**src/rtl/fwd_scoreboard.sv**
```systemverilog
// Forwarding/hazard scoreboard: tracks in-flight destination registers and selects forward sources.
// Optional statistics counters are enabled by defining FWD_SCOREBOARD_STATS_EN.
module fwd_scoreboard #(
  parameter int unsigned NSTAGE   = 3,
  parameter int unsigned NSRC     = 2,
  parameter int unsigned REGW     = 5,
  parameter int unsigned LOAD_LAT = 1,
  localparam int unsigned SELW    = $clog2(NSTAGE + 1)
) (
  input  logic                 CLK,
  input  logic                 RST,
  input  logic                 issue_valid,
  input  logic [REGW-1:0]      issue_rd,
  input  logic                 issue_wr,
  input  logic                 issue_load,
  input  logic [NSRC*REGW-1:0] src_reg,
  input  logic [NSRC-1:0]      src_used,
  input  logic                 stall_ext,
  input  logic                 flush,
  output logic [NSRC*SELW-1:0] fwd_sel,
  output logic                 hazard_stall
`ifdef FWD_SCOREBOARD_STATS_EN
  ,
  output logic [31:0]          stall_cnt,
  output logic [31:0]          fwd_cnt
`endif
);

  // Slot k holds the instruction k stages past decode; slot 1 is the youngest.
  logic [NSTAGE:1] valid_q;
  logic [NSTAGE:1] wr_q;
  logic [NSTAGE:1] load_q;
  logic [REGW-1:0] rd_q [NSTAGE:1];

  logic [NSTAGE:0] ready;
  logic [REGW-1:0] src  [NSRC];
  logic [SELW-1:0] sel  [NSRC];
  logic [NSRC-1:0] op_wait;

  // Index 0 stands for the register file, which is always ready.
  always_comb begin
    ready[0] = 1'b1;
    for (int k = 1; k <= int'(NSTAGE); k++) begin
      ready[k] = !load_q[k] || (k > int'(LOAD_LAT));
    end
  end

  // Scan oldest to youngest so the youngest matching slot overwrites the selection.
  always_comb begin
    fwd_sel = '0;
    op_wait = '0;
    for (int i = 0; i < int'(NSRC); i++) begin
      src[i] = src_reg[i*REGW +: REGW];
      sel[i] = '0;
      for (int k = int'(NSTAGE); k >= 1; k--) begin
        if (valid_q[k] && wr_q[k] && (rd_q[k] == src[i]) && (src[i] != '0) && src_used[i]) begin
          sel[i] = SELW'(k);
        end
      end
      op_wait[i]                 = (sel[i] != '0) && !ready[sel[i]];
      fwd_sel[i*SELW +: SELW]    = sel[i];
    end
  end

  assign hazard_stall = issue_valid && !flush && (|op_wait);

  always_ff @(posedge CLK) begin
    if (RST) begin
      valid_q <= '0;
    end else if (stall_ext) begin
      if (flush) begin
        valid_q[1] <= 1'b0;
      end
    end else begin
      for (int k = int'(NSTAGE); k >= 2; k--) begin
        valid_q[k] <= valid_q[k-1];
      end
      valid_q[1] <= issue_valid && !flush && !hazard_stall;
    end
  end

  // Payload needs no reset: it is only observed through a valid slot.
  always_ff @(posedge CLK) begin
    if (!RST && !stall_ext) begin
      for (int k = int'(NSTAGE); k >= 2; k--) begin
        rd_q[k]   <= rd_q[k-1];
        wr_q[k]   <= wr_q[k-1];
        load_q[k] <= load_q[k-1];
      end
      rd_q[1]   <= issue_rd;
      wr_q[1]   <= issue_wr;
      load_q[1] <= issue_load;
    end
  end

`ifdef FWD_SCOREBOARD_STATS_EN
  logic accept;
  assign accept = issue_valid && !stall_ext && !flush && !hazard_stall;

  always_ff @(posedge CLK) begin
    if (RST) begin
      stall_cnt <= '0;
      fwd_cnt   <= '0;
    end else begin
      if (hazard_stall && !stall_ext && (stall_cnt != '1)) begin
        stall_cnt <= stall_cnt + 32'd1;
      end
      if (accept && (|fwd_sel) && (fwd_cnt != '1)) begin
        fwd_cnt <= fwd_cnt + 32'd1;
      end
    end
  end
`endif

endmodule

```
**config.mk**
```make
export PLATFORM = sky130hd
export DESIGN_NAME = fwd_scoreboard
export DESIGN_NICKNAME = d
export VERILOG_FILES = /design/src/rtl/fwd_scoreboard.sv
export SDC_FILE = /design/constraint.sdc
export NUM_CORES = 1
export LEC_CHECK = 0
export ABC_CLOCK_PERIOD_IN_PS = 2130
export CAP_MARGIN = 20
export CORE_UTILIZATION = 48
export CTS_CLUSTER_DIAMETER = 120
export DETAILED_ROUTE_END_ITERATION = 7
export PLACE_DENSITY = 0.79
export SYNTH_ARGS = -nofsm -noshare
export SYNTH_HDL_FRONTEND = slang
export SYNTH_SLANG_ARGS = --single-unit
```
**constraint.sdc**
```tcl
create_clock -name CLK -period 2.13 [get_ports CLK]
set_input_delay 0.426 -clock CLK [delete_from_list [all_inputs] [get_ports CLK]]
set_output_delay 0.426 -clock CLK [all_outputs]
set_load 0.005 [all_outputs]
```
==> summary.txt <==
Outcome
  • Status: complete, but fails checks
  • Failing checks: setup timing

Die
  • Die X: between 50 and 60 um
  • DIE AREA: 2580 um^2
  • Core ar.: 2230 um^2
  • Row count: 17
  • Initial core utilization: about half
  • IO Pins: 29
  • Chip height: a little over 50 um

Critical path
  • Crit path DAT: 1.98 ns
  • Crit path max fanout: 2
  • Reg2Reg Setup Slack: ~0.34 ns
  • FF-to-FF path depth: 5
  • Crit end category: output pin
  • RR Startpoint: rd_q[0][6]
  • Reg2reg end: valid_q[1]
  • Critical Path Source Type: flop
  • CP required: roughly 1.7 ns
  • Critical path type: reg2out

Timing
  • RSZ-0062 raised after global routing: true
  • Max-Slew Margin vs Limit: around 75%
  • Final setup viols: 5
  • Slew Limit Fails: 0
  • Final min period: roughly 2.4 ns
  • Fin worst setup slack: -0.278 ns
  • Hold Vio Cnt, Final: 0
  • Worst Max-Slew Pin Slew: between 0.3 and 0.4 ns
  • Achievable frequency: approximately 0.42 GHz
  • Part of the cycle the worst path needs: 113%
  • Setup Skew: roughly 0.0082 ns
  • Setup tns final: -0.878 ns

Clocking
  • Clock Sinks: 22
  • H-tree Lvls: 1
  • Clock Path Buffers: 2
  • CTS tree: built
  • Clock-pin slew on the worst setup and hold paths: approximately 0.12 ns
  • Inserted Clock Buffers: 3
  • Root buf cell: clkbuf_4
  • Worst skew pair latency: 0.30 ns

Power and ir drop
  • Max rail drop VDD: between 0.5 and 0.6 mV
  • NetSw: 0.206 mW
  • Cell-internal power: between 0.6 and 0.7 mW
  • Lkg Pwr: approximately 0.65 nW
  • Sequential power share: ~59%
  • Cell area power density: slightly above 500 nW/um^2
  • Power, Total: between 0.8 and 0.9 mW
  • Logic pwr share: a little under a fifth
  • Switching Share: 24.1%
  • Clk pwr share: 22.8%

Run
  • Max_cap viols: 0

Synth
  • Register area share after synthesis: between 50% and 60%
  • Synthesized net count: between 100 and 150
  • Synthesis-stage register bit count: 22
  • Largest area contributor in the netlist: edfxtp_1
  • YS warnings: 0
  • Synth top area cells: edfxtp_1, xnor2_1, dfxtp_1
  • Mapped cell area: between 1000 and 1500 um^2
  • Post-synth top cells: xnor2_1, edfxtp_1, or4_1
  • Top-count cell post-synth: xnor2_1
  • Mapped Cells: ~90
  • Syn Area/Cell: around 12 um^2
  • EDFF count, synth: 19
  • Synth async-reset ratio: 0%
  • Top FF cell, synth: edfxtp_1
  • Synth unique cells: 17
  • Synth top area share: 50.0%

Global route
  • Vias in the first global route: 953
  • GR Util All Layers: about a quarter
  • First-pass GRT wire length: around 4.5 mm
  • Congestion Overflow GR: 0
  • Largest net degree at the start of global routing: 20
  • Initial antenna violation count: 0

Place
  • DP Worst Slack: -0.826 ns
  • Routability cong.: 0.861
  • Buffers on Ports: 28

Hold path
  • Worst Hold Depth: 0
  • Hold EP: wr_q[3]
  • Worst hold start: wr_q[2]
  • Min-Delay Path Class: reg2reg

Route
  • Total wire length: about 2.8 mm
  • Drt wl/cell: about 16 um
  • Post-route DRC: 0
  • First DRT Iteration DRCs: 17
  • DRT Pass-1 Iters: 4
  • Drt via density: 5.43
  • Vias: roughly 950
  • Final antenna-violating net count: 0

Layout
  • Number of diodes: 0
  • Fraction of layout cells with a size suffix above 1: 41.8%
  • Multi-input gate area: just over 600 um^2
  • Layout fillers: approximately 150
  • Final core occ: 76.2%
  • Synth-to-layout area growth: 49.2%
  • Seq. cell area: ~630 um^2
  • Nets: 171
[registers in the layout (all words and copies together) (netlist names)]
register,cells
rd_q,15
wr_q,3
load_q,1
valid_q,3
[per-layer routing]
layer	vias up	GRT usage [%]	share of wire (%)
met4	0	13.4	3.7
li1	450	-	-
met3	11	3.03	4.4
met5	-	0	0
met1	454	33.9	46
met2	30	36.9	45
[area by class of cell]
| class | count | area share, % |
|---|---|---|
| timing repair buffer | 50 | 23.1 |
| sequential | 22 | 37.0 |
| tap | 28 | 2.06 |
| multi-input combinational | 70 | 36.3 |
| clock buffer | 4 | 1.54 |
[worst max-delay path by stage]
| stage | to | cells after the start | start | slack (ns) |
|---|---|---|---|---|
| finish | fwd_sel[0] | 7 | rd_q[0][17] | -0.28 |
| global route | fwd_sel[0] | 7 | rd_q[0][17] | -0.33 |
| CTS | fwd_sel[0] | 7 | rd_q[0][17] | -0.27 |
| detailed placement | hazard_stall | 7 | src_reg[9] | -0.83 |
| global placement | fwd_sel[2] | 7 | src_reg[9] | -0.80 |
| floorplan | fwd_sel[0] | 5 | src_reg[0] | 0.31 |
[power by group through the flow]
stage	registers, mW	clock network [mW]	logic (mW)
global route	0.504	0.218	0.173
floorplan	0.509	0	0.0571
finish	0.502	0.195	0.161
detailed placement	0.512	0	0.141
global placement	0.512	0	0.138
CTS	0.501	0.197	0.152
[cells by family after synthesis]
family,share of synthesized area (%)
multiplexers,1.75
XOR/XNOR,23.0
flip-flops,55.3
AO/OA/AOI/OAI,4.49
AND/OR/NAND/NOR,15.5
[per-stage QoR]
step	hold WS, ns	area [um^2]	cells
6_report	0.474	1700	174
5_1_grt	0.496	1700	174
4_1_cts	0.471	1660	172
3_5_place_dp	0.443	1550	161
3_3_place_gp	0.437	1550	161
2_1_floorplan	0.427	1140	92
[cells in the final DEF (no fill, tap or decap), types with 2 or more instances in the layout]
cell type,count
xor2_1,6
dfxtp_1,3
nand2_1,4
xnor2_2,4
nand2_2,2
buf_4,21
clkbuf_4,3
mux2i_1,2
a21oi_2,2
buf_2,11
clkdlybuf4s50_1,11
dlygate4sd2_1,3
nand4_1,6
nor2_1,4
xnor2_1,20
buf_6,3
edfxtp_1,19
or4_4,8
nor4_2,2
nand2b_4,2
[worst max-delay path: stages, from the launching register on]
cell,delay [ns]
edfxtp_1,0.43
buf_6,0.14
xnor2_2,0.12
nand4_1,0.13
or4_4,0.55
nand2b_4,0.16
nand2_2,0.05
buf_2,0.11
[repair_timing]
action / in CTS / in global routing
setup buffers: 7 / 2
resized for setup: 75 / 8
setup endpoints to repair: 5 / 5
hold buffers: 0 / 0
pin swaps: 28 / 6
Note: power is estimated with default switching activity, not from simulation.
